`src/rtl/stimulus_gen_if.sv`:
```
// stimulus_gen_if: run control and operand/status bundle between the generator and its consumer.
interface stimulus_gen_if #(
   parameter int WIDTH = 32
);
   logic             i_start;
   logic             i_hold;
   logic [WIDTH-1:0] o_ia;
   logic [WIDTH-1:0] o_ib;
   logic             o_valid;
   logic             o_busy;
   logic             o_done;
   logic [15:0]      o_count;
   modport master (
      input  i_start, i_hold,
      output o_ia, o_ib, o_valid, o_busy, o_done, o_count
   );
   modport slave (
      output i_start, i_hold,
      input  o_ia, o_ib, o_valid, o_busy, o_done, o_count
   );
endinterface

```
`src/rtl/stimulus_gen.sv`:
```
// stimulus_gen: issues 8 directed operand pairs, then NUM_RANDOM LFSR-generated pairs, all outputs registered.
module stimulus_gen #(
   parameter int               WIDTH      = 32,
   parameter int               NUM_RANDOM = 256,
   parameter logic [WIDTH-1:0] SEED_A     = 32'h0000_0001,
   parameter logic [WIDTH-1:0] SEED_B     = 32'h1234_5679
) (
   input logic             clk,
   input logic             reset,
   stimulus_gen_if.master  bus
);
   typedef enum logic [1:0] {IDLE, DIRECTED, RANDOM, DONE} state_t;
   localparam logic [WIDTH-1:0] TAPS = WIDTH'(32'h8020_0003);
   localparam logic [WIDTH-1:0] SA = (SEED_A == '0) ? WIDTH'(1) : SEED_A;
   localparam logic [WIDTH-1:0] SB = (SEED_B == '0) ? WIDTH'(1) : SEED_B;
   localparam logic [15:0] LAST = 16'(8 + NUM_RANDOM);
   localparam logic [WIDTH-1:0] DA [8] = '{32'h0, 32'h0, 32'hFFFF_FFFF, 32'hFFFF_FFFF,
                                          32'h7FFF_FFFF, 32'h8000_0000, 32'hAAAA_AAAA, 32'h1234_5678};
   localparam logic [WIDTH-1:0] DB [8] = '{32'h0, 32'h1, 32'h1, 32'hFFFF_FFFF,
                                          32'h1, 32'h8000_0000, 32'h5555_5555, 32'h8765_4321};
   state_t           state, state_n;
   logic [WIDTH-1:0] la, lb, la_n, lb_n, ia_n, ib_n;
   logic [15:0]      count_n;
   logic             valid_n;
   logic [2:0]       idx;
   function automatic logic [WIDTH-1:0] step(input logic [WIDTH-1:0] s);
      return (s >> 1) ^ (s[0] ? TAPS : '0);
   endfunction
   // during DIRECTED the count of vectors already issued is the next table index
   assign idx = bus.o_count[2:0];
   always_comb begin
      state_n = state;
      la_n    = la;
      lb_n    = lb;
      ia_n    = bus.o_ia;
      ib_n    = bus.o_ib;
      count_n = bus.o_count;
      valid_n = 1'b0;
      if ((state == IDLE || state == DONE) && bus.i_start) begin
         state_n = DIRECTED;
         la_n    = SA;
         lb_n    = SB;
         ia_n    = DA[0];
         ib_n    = DB[0];
         count_n = 16'd1;
         valid_n = 1'b1;
      end else if ((state == DIRECTED || state == RANDOM) && !bus.i_hold) begin
         if (state == RANDOM && bus.o_count == LAST) begin
            state_n = DONE;
         end else begin
            valid_n = 1'b1;
            count_n = bus.o_count + 16'd1;
            if (state == DIRECTED && bus.o_count != 16'd8) begin
               ia_n = DA[idx];
               ib_n = DB[idx];
            end else begin
               state_n = RANDOM;
               ia_n    = la;
               ib_n    = lb;
               la_n    = step(la);
               lb_n    = step(lb);
            end
         end
      end
   end
   always_ff @(posedge clk) begin
      if (reset) begin
         state       <= IDLE;
         la          <= SA;
         lb          <= SB;
         bus.o_ia    <= '0;
         bus.o_ib    <= '0;
         bus.o_valid <= 1'b0;
         bus.o_busy  <= 1'b0;
         bus.o_done  <= 1'b0;
         bus.o_count <= '0;
      end else begin
         state       <= state_n;
         la          <= la_n;
         lb          <= lb_n;
         bus.o_ia    <= ia_n;
         bus.o_ib    <= ib_n;
         bus.o_valid <= valid_n;
         bus.o_busy  <= state_n == DIRECTED || state_n == RANDOM;
         bus.o_done  <= state_n == DONE;
         bus.o_count <= count_n;
      end
   end
endmodule
```
`src/flat_wrapper.sv`:
```
// flat-port wrapper written by rule: the top's interface ports become plain ports
module stimulus_gen_flat 
#(
   parameter int               WIDTH      = 32,
   parameter int               NUM_RANDOM = 256,
   parameter logic [WIDTH-1:0] SEED_A     = 32'h0000_0001,
   parameter logic [WIDTH-1:0] SEED_B     = 32'h1234_5679
)
  (clk, reset, bus_i_start, bus_i_hold, bus_o_ia, bus_o_ib, bus_o_valid, bus_o_busy, bus_o_done, bus_o_count);
  stimulus_gen_if #(.WIDTH(WIDTH)) bus_i ();
  input logic clk;
  input logic reset;
  input wire logic [$bits(bus_i.i_start)-1:0] bus_i_start;
  input wire logic [$bits(bus_i.i_hold)-1:0] bus_i_hold;
  output wire logic [$bits(bus_i.o_ia)-1:0] bus_o_ia;
  output wire logic [$bits(bus_i.o_ib)-1:0] bus_o_ib;
  output wire logic [$bits(bus_i.o_valid)-1:0] bus_o_valid;
  output wire logic [$bits(bus_i.o_busy)-1:0] bus_o_busy;
  output wire logic [$bits(bus_i.o_done)-1:0] bus_o_done;
  output wire logic [$bits(bus_i.o_count)-1:0] bus_o_count;
  assign bus_i.i_start = bus_i_start;
  assign bus_i.i_hold = bus_i_hold;
  assign bus_o_ia = bus_i.o_ia;
  assign bus_o_ib = bus_i.o_ib;
  assign bus_o_valid = bus_i.o_valid;
  assign bus_o_busy = bus_i.o_busy;
  assign bus_o_done = bus_i.o_done;
  assign bus_o_count = bus_i.o_count;
  stimulus_gen #(.WIDTH(WIDTH), .NUM_RANDOM(NUM_RANDOM), .SEED_A(SEED_A), .SEED_B(SEED_B)) u_core (.clk(clk), .reset(reset), .bus(bus_i));
endmodule
```
`config.mk`:
```
export PLATFORM = sky130hd
export DESIGN_NAME = stimulus_gen_flat
export DESIGN_NICKNAME = d
export VERILOG_FILES = /design/src/rtl/stimulus_gen_if.sv /design/src/rtl/stimulus_gen.sv /design/src/flat_wrapper.sv
export SDC_FILE = /design/constraint.sdc
export NUM_CORES = 1
export LEC_CHECK = 0
export CAP_MARGIN = 10
export CELL_PAD_IN_SITES_DETAIL_PLACEMENT = 1
export CELL_PAD_IN_SITES_GLOBAL_PLACEMENT = 2
export CORE_ASPECT_RATIO = 1.2
export CORE_MARGIN = 4
export CORE_UTILIZATION = 42
export DETAILED_ROUTE_END_ITERATION = 8
export DONT_BUFFER_PORTS = 1
export PLACE_DENSITY_LB_ADDON = 0.08
export SLEW_MARGIN = 10
export SYNTH_ARGS = -nofsm -noshare
export SYNTH_HDL_FRONTEND = slang
export SYNTH_SLANG_ARGS = --single-unit
```
`constraint.sdc`:
```
create_clock -name clk -period 7 [get_ports clk]
set_input_delay 2.1 -clock clk [delete_from_list [all_inputs] [get_ports clk]]
set_output_delay 2.1 -clock clk [all_outputs]
set_load 0.01 [all_outputs]
```
==> flow_summary.yaml, run 1 <==
floorplanning:
  initial_core_util: 0.432
  fp.coreArea_um2: 14500
  io_pins: 87
  rows: 48
  die_h_um: 142
  die_x_um: 119
  dieArea_um2: 16900
placed_design:
  port_buffers: 0
  place_hpwl_um: 11500
  gp_congestion: 0.787
  place_inst: 838
drt:
  drt_iter0_drc: 294
  first_pass_iters: 4
  drt_wl_total_um: 17600
  drc: 0
  vias_per_cell: 5.81
  routedWlPerCell_um: 20.2
  final_antenna_net_count: 0
  vias: 5047
yosys:
  yosysSeqAreaShare: 0.477
  synthesis.area_um2: 6250
  synth.most_common_cell: "dfxtp_1"
  ys_dominant_reg_cell: "dfxtp_1"
  synth_cell_types: 45
  syn_inst: 685
  synth-seq-cells: 149
  synth_edf_count: 0
  yosys-top-cells-count: "149 x dfxtp_1, 108 x nand2_1, 63 x mux2i_1"
  synth_top_area_share: 0.477
  yosysWarnings: 0
  avgSynthCellArea_um2: 9.13
  async_reset_ff_frac: 0
  synthTopCellsByArea: "dfxtp_1 48%, mux2i_1 10%, nand2_1 6.5%, a211oi_1 4.4%, o31ai_1 3.6%"
  synth_area_leader_cell: "dfxtp_1"
  synthesis.nets: 698
run_status:
  outcome: "finished, final reports clean"
cts:
  clock_sinks: 149
  cts_setup_buffers: 0
  clock_path_buffers: 2
  hold_buffers: 0
  path_clk_slew_ns: 0.06
  htreeDepth: 4
  cts_tree: "built"
  cts_made_buffers: 17
  cts_resized: 0
  worstSkewPairLatency_ns: 0.42
  cts_root_buf: "clkbuf_16"
timing:
  rsz0062_at_grt: "no"
  fin_crit_ns: 3.46
  slew_viol_final: 0
  min_period_over_period: 0.494
  worst_pin_slew_ns: 1.12
  timing.fmax_ghz: 0.289
  hold_slack_ns: 0.471
  fin_skew_ns: 0.00930
  slew_headroom: 0.247
  hold_violations: 0
  setup_viol: 0
  tns_ns: 0
worst_hold_path:
  hold_class: "flip-flop to flip-flop"
finish:
  stdcell_count: 869
  final_nets: 670
  drive_above_1_share: 0.0762
  antenna_cells: 0
  syn2layout_area_growth_pct: 12.2
global_routing:
  grt_usage: 0.211
  grt_overflow: 0
  grt_pass1_wl_um: 28400
  grt_max_degree: 69
  grt_pass1_vias: 5131
  grt_antenna_before_repair: 0
power:
  leakage_uw: 0.00256
  power.density_nw_per_um2: 300
  ir_worst_vdd_uv: 142
setup_path:
  startpoint_type: "input pin"
  worstPathArrival_ns: 3.68
  cp-end-kind: "flip-flop"
  critPathKind: "input pin to flip-flop"
  cp.required_ns: 7.23
  cp_max_fo: 41
run:
  drv_cap: 0
==> per-layer routing <==
metal | wire length (um) | vias up | share of wire | global-route usage
met3 | 873 | 24 | 0.050 | 0.0478
met5 | 0 | - | 0 | 0
met2 | 8550 | 107 | 0.49 | 0.352
li1 | - | 2430 | - | -
met1 | 7910 | 2486 | 0.45 | 0.271
met4 | 270 | 0 | 0.015 | 0.0718
==> worst max-delay path: stages <==
cell and delay (ns):
or2_1 0.21, buf_4 0.28, nor2_1 0.90, a311oi_1 0.20
==> flip-flops by register name, indices dropped and copies added, names as in the netlist <==
| name | cells |
|---|---|
| u_core.bus.o_done | 1 |
| u_core.bus.o_valid | 1 |
| u_core.bus.o_busy | 1 |
| u_core.lb | 32 |
| u_core.state | 2 |
| u_core.bus.o_count | 16 |
| u_core.la | 32 |
| u_core.bus.o_ib | 32 |
| u_core.bus.o_ia | 32 |
==> placed cells by master, fill, tap and decap left out, types with 13 or more instances in the layout <==
cell type,instances
o21ai_0,38
buf_4,13
nand2_1,108
o211ai_1,24
o31ai_1,30
a211oi_1,37
dfxtp_1,149
a21oi_1,43
mux2i_1,63
clkbuf_16,17
nor2_1,34
==> final timing paths <==
check,startpoint,end,slack [ns],depth (start not counted)
worst max-delay path,bus_i_hold,u_core.bus.o_ia[25],3.54,4
worst min-delay path,u_core.lb[5],u_core.bus.o_ib[5],0.47,2
worst max register to register,u_core.bus.o_count[0],u_core.la[23],3.66,8
worst min register to register,u_core.lb[5],u_core.bus.o_ib[5],0.47,2
==> final cells by class <==
| cell class | count | area [um2] |
|---|---|---|
| Clock buffer | 21 | 470 |
| Clock inverter | 10 | 168 |
| Fill cell | 1636 | 7460 |
| Inverter | 5 | 18.8 |
| Multi-Input combinational cell | 471 | 3020 |
| Sequential cell | 149 | 2980 |
| Tap cell | 200 | 250 |
| Timing Repair Buffer | 13 | 97.6 |
==> cell families (layout without fill, tap and decap cells) <==
logic type / count (synthesis) / in the layout / share of synthesized area
adder cells (fa/ha/maj): 9 / 9 / 0.0180
flip-flops: 149 / 149 / 0.477
AND/OR/NAND/NOR: 194 / 194 / 0.142
buffers and inverters: 65 / 49 / 0.0442
multiplexers: 63 / 63 / 0.101
XOR/XNOR: 8 / 8 / 0.0112
AO/OA/AOI/OAI: 197 / 197 / 0.207
==> power by group <==
group	switching, uW	leakage, uW	internal [uW]	total, uW
sequential	35.6	0.00121	877	913
clock	357	0.000311	627	984
combinational	146	0.00104	63.1	209
total	539	0.00256	1570	2110
==> stage by stage <==
stage	total power [uW]	util	instance area (um2)	setup WS, ns
final	2110	0.484	7010	3.54
after global routing	2200	0.484	7010	3.48
after CTS	2130	0.484	7010	3.56
after detailed placement	1140	0.440	6370	3.11
after global placement	1140	0.440	6370	3.23
after floorplan	1080	-	6250	3.38
Note: power is estimated with default switching activity, not from simulation.
==> run 2, diff against run 1 <==
CORE_UTILIZATION = 39   (was 42)
clock period = 3.33 ns   (was 7 ns; I/O delays follow)
==> run 2 against run 1 <==
Compared with the run above:
- first-iteration DRC count down 9.5%
- routed wire length up 2.8%
- cell area increased by 1.9%
- non-clock buffer count grew 19
- register-to-register slack got worse by 3.2 ns
- global-route usage fell by 0.43 points
- largest cell class unchanged
==> flow_summary.yaml, run 2 (same netlist as run 1, synthesis figures left out) <==
cts:
  cts_resized: 0
  clock_path_buffers: 2
  worstSkewPairLatency_ns: 0.42
  path_clk_slew_ns: 0.06
  cts_root_buf: "clkbuf_16"
  htreeDepth: 4
  hold_buffers: 0
  clock_sinks: 149
  cts_tree: "built"
  cts_setup_buffers: 0
  cts_made_buffers: 17
floorplanning:
  die_x_um: 124
  die_h_um: 147
  fp.coreArea_um2: 15600
  initial_core_util: 0.400
  rows: 50
  io_pins: 87
  dieArea_um2: 18100
drt:
  vias_per_cell: 5.62
  drt_iter0_drc: 266
  first_pass_iters: 4
  vias: 5041
  drc: 0
  final_antenna_net_count: 0
  drt_wl_total_um: 18100
  routedWlPerCell_um: 20.2
timing:
  timing.fmax_ghz: 0.354
  slew_viol_final: 0
  fin_crit_ns: 2.82
  tns_ns: 0
  slew_headroom: 0.288
  min_period_over_period: 0.848
  worst_pin_slew_ns: 1.06
  setup_viol: 0
  rsz0062_at_grt: "no"
  fin_skew_ns: 0.00965
  hold_violations: 0
global_routing:
  grt_usage: 0.207
  grt_antenna_before_repair: 0
  grt_pass1_vias: 5294
  grt_overflow: 0
  grt_pass1_wl_um: 29200
  grt_max_degree: 65
power:
  switchingPower_uw: 1180
  power.internal_uw: 3140
  combPwrFrac: 0.113
  clkPwrFrac: 0.444
  leakage_uw: 0.00263
  power.density_nw_per_um2: 604
  power_uw: 4320
  ir_worst_vdd_uv: 350
  switching_share: 0.273
  sequentialPowerShare: 0.443
setup_path:
  critPathKind: "flip-flop to flip-flop"
  cp.required_ns: 3.59
  cp_max_fo: 22
  startpoint_type: "flip-flop"
  cp-end-kind: "flip-flop"
  worstPathArrival_ns: 3.08
run:
  drv_cap: 0
finish:
  regArea_um2: 2980
  final_cell_mix: "149 x dfxtp_1, 108 x nand2_1, 63 x mux2i_1, 43 x a21oi_1, 38 x o21ai_0"
  drive_above_1_share: 0.104
  multiInputGateArea_um2: 3020
  final_common_cell: "dfxtp_1"
  syn2layout_area_growth_pct: 14.3
  antenna_cells: 0
  nFillCells: 1787
  final_nets: 689
run_status:
  outcome: "finished, final reports clean"
placed_design:
  gp_congestion: 0.801
  port_buffers: 0
  place_hpwl_um: 12500
worst_hold_path:
  hold_class: "flip-flop to flip-flop"
-- run 2: cell types whose count changed in the layout (fill, tap and decap cells not counted) --
cell,change
clkinv_4,+4
inv_6,-1
clkbuf_8,-2
clkinv_2,+1
buf_12,+2
clkbuf_1,-1
buf_4,+17
bufinv_16,-2
clkinvlp_4,+2
-- run 2: stage by stage --
stage	cells	util	setup WS (ns)	instance area, um2	hold WS [ns]
after detailed placement	865	0.419	0.522	6550	0.460
after global routing	897	0.457	0.325	7140	0.493
after global placement	865	0.419	0.596	6550	0.455
after CTS	897	0.457	0.494	7140	0.468
final	897	0.457	0.505	7140	0.467
after floorplan	685	-	0.620	6250	0.438
-- run 2: final cells by class --
| class | count | share of cell area |
|---|---|---|
| inverters | 5 | 0.00263 |
| clock inverters | 14 | 0.0215 |
| repair buffers | 32 | 0.0371 |
| flip-flops and latches | 149 | 0.418 |
| well taps | 208 | 0.0364 |
| multi-input cells | 471 | 0.423 |
| clock buffers | 18 | 0.0615 |
-- run 2: worst paths after layout --
path / startpoint / end / slack [ns] / depth (start not counted)
setup reg to reg: u_core.bus.o_count[0] / u_core.bus.o_ib[9] / 0.51 / 8
setup / recovery: u_core.bus.o_count[0] / u_core.bus.o_ib[9] / 0.51 / 8
hold / removal: u_core.lb[27] / u_core.bus.o_ib[27] / 0.47 / 2
hold reg to reg: u_core.lb[27] / u_core.bus.o_ib[27] / 0.47 / 2
-- run 2: power by group through the flow --
stage	registers [uW]	logic, uW	clock network (uW)
2_1_floorplan	1930	341	0
3_5_place_dp	1950	488	0
3_3_place_gp	1950	475	0
4_1_cts	1910	491	1970
5_1_grt	1920	538	2050
6_report	1910	487	1920
-- run 2: per-layer routing --
metal / part of all wire / track usage / wire, um
met1: 0.46 / 0.271 / 8280
met2: 0.47 / 0.324 / 8520
met3: 0.059 / 0.0663 / 1060
met4: 0.013 / 0.0632 / 240
met5: 0 / 0 / 0
-- run 2: worst max-delay path, cell delays in order (launching register included) --
cell	delay, ns
dfxtp_1	0.31
inv_1	0.12
ha_1	0.20
or4b_1	0.51
o41a_1	0.62
buf_4	0.28
a211oi_1	0.34
buf_4	0.21
a211oi_1	0.07
==> run 3, diff against run 2 <==
clock period = 2.6 ns   (was 3.33 ns; I/O delays follow)
==> run 3 against run 2 <==
Compared with the run above:
- worst hold slack worse by 0.044 ns
- fmax up 14%
- power up 33%
- global-route usage up 0.52 points
- largest cell class unchanged
- utilization up 1.5 points
- final cell count up 1.9%
- non-clock buffer count up 18
- sequential share of layout area down 1.3 points
- critical path depth unchanged
==> flow_summary.yaml, run 3 (same netlist as run 1, synthesis figures left out) <==
timing:
  fin_skew_ns: 0.00983
  fin_crit_ns: 2.47
  timing.fmax_ghz: 0.405
  worst_pin_slew_ns: 1.06
  slew_viol_final: 0
  rsz0062_at_grt: "no"
  min_period_over_period: 0.950
  hold_violations: 0
  slew_headroom: 0.286
  tns_ns: 0
  setup_viol: 0
drt:
  drt_wl_total_um: 18900
  drt_iter0_drc: 271
  drc: 0
  first_pass_iters: 5
  final_antenna_net_count: 0
  vias_per_cell: 5.68
  vias: 5188
  routedWlPerCell_um: 20.7
finish:
  final_common_cell: "dfxtp_1"
  nFillCells: 1801
  regArea_um2: 2980
  multiInputGateArea_um2: 3030
  antenna_cells: 0
  drive_above_1_share: 0.129
  final_nets: 707
  final_cell_mix: "149 x dfxtp_1, 108 x nand2_1, 63 x mux2i_1, 43 x a21oi_1, 43 x buf_4"
  final_cell_area_um2: 7380
  syn2layout_area_growth_pct: 18.0
power:
  combPwrFrac: 0.117
  clkPwrFrac: 0.454
  power_uw: 5720
  power.density_nw_per_um2: 776
  ir_worst_vdd_uv: 535
  leakage_uw: 0.00278
  switchingPower_uw: 1470
  sequentialPowerShare: 0.428
  switching_share: 0.257
  power.internal_uw: 4260
cts:
  worstSkewPairLatency_ns: 0.42
  clock_path_buffers: 2
  cts_root_buf: "clkbuf_16"
  htreeDepth: 4
  cts_made_buffers: 17
  path_clk_slew_ns: 0.06
  hold_buffers: 0
  clock_sinks: 149
  cts_tree: "built"
floorplanning:
  dieArea_um2: 18100
  fp.coreArea_um2: 15600
  rows: 50
  die_x_um: 124
  die_h_um: 147
  initial_core_util: 0.400
  io_pins: 87
setup_path:
  cpLargestDelayFamily: "compound AO/OA/AOI/OAI gates"
  worstPathArrival_ns: 2.76
  crit_buf_inv: 3
  cp.required_ns: 2.90
  cp-end-kind: "flip-flop"
  startpoint_type: "flip-flop"
  path_cells: "inv_2, ha_1, or4b_4, o41a_1, buf_4, a211oi_2, buf_4, a211oi_1"
  cp_slowest_cell: "o41a_1"
  crit_path_max_incr_delay_ns: 0.51
  crit_path_frequent_cell: "buf_4"
  cp_max_fo: 20
  critPathKind: "flip-flop to flip-flop"
worst_hold_path:
  hold_class: "input pin to flip-flop"
run_status:
  outcome: "finished, final reports clean"
placed_design:
  place_hpwl_um: 13000
  placed_area_um2: 6730
  port_buffers: 0
  gp_congestion: 0.794
global_routing:
  grt_antenna_before_repair: 0
  grt_pass1_vias: 5469
  grt_usage: 0.212
  grt_pass1_wl_um: 30100
  grt_overflow: 0
  grt_max_degree: 68
run:
  drv_cap: 0
==> run 3: cell count changes in the layout (fill, tap and decap cells not counted), moves of 2 or more <==
cell,before,now
inv_2,0,2
clkinvlp_4,3,1
clkbuf_1,0,3
bufinv_16,2,4
inv_6,2,0
clkinv_4,5,1
buf_12,2,6
inv_1,5,3
buf_4,30,43
==> run 3: through the flow <==
stage | std cells | util | worst slack, ns | hold slack (ns)
floorplan | 685 | - | 0.00132 | 0.438
CTS | 912 | 0.469 | 0.0600 | 0.402
global placement | 880 | 0.430 | 0.109 | 0.450
detailed placement | 881 | 0.430 | 0.0954 | 0.465
finish | 914 | 0.472 | 0.131 | 0.423
global route | 914 | 0.472 | 0.00671 | 0.396
==> run 3: layer usage <==
metal | up-vias | global-route usage | share of wire
met2 | 98 | 0.338 | 0.48
met4 | 0 | 0.0548 | 0.012
met5 | - | 0 | 0
met3 | 21 | 0.0682 | 0.068
li1 | 2499 | - | -
met1 | 2570 | 0.276 | 0.44
==> run 3: layout make-up <==
class / count / area share
Multi-Input combinational cell: 471 / 0.411
Clock inverter: 9 / 0.0205
Inverter: 5 / 0.00254
Tap cell: 208 / 0.0353
Timing Repair Buffer: 50 / 0.0634
Clock buffer: 22 / 0.0629
Sequential cell: 149 / 0.404
==> run 3: final timing paths <==
kind	start	endpoint	slack (ns)	cells after the start
setup / recovery	u_core.bus.o_count[0]	u_core.bus.o_ia[20]	0.13	8
hold / removal	reset	u_core.state[0]	0.42	1
hold reg to reg	u_core.lb[5]	u_core.bus.o_ib[5]	0.47	2
setup reg to reg	u_core.bus.o_count[0]	u_core.bus.o_ia[20]	0.13	8
==> run 3: what timing repair did <==
item | 4_1_cts | 5_1_grt
setup buffers | 0 | 1
gates resized for setup | 0 | 2
setup endpoints to repair | 0 | 18
==> run 3: worst reg2reg max path: stages (launching register included) <==
cell and delay, ns:
dfxtp_1 0.31, inv_2 0.08, ha_1 0.17, or4b_4 0.49, o41a_1 0.51, buf_4 0.26
a211oi_2 0.25, buf_4 0.20, a211oi_1 0.08
==> run 3: power by group through the flow <==
stage	combinational (uW)	sequential [uW]	clock, uW
after floorplan	439	2480	0
after global placement	637	2500	0
after detailed placement	656	2500	0
after CTS	660	2450	2640
after global routing	742	2460	2740
final	672	2450	2600
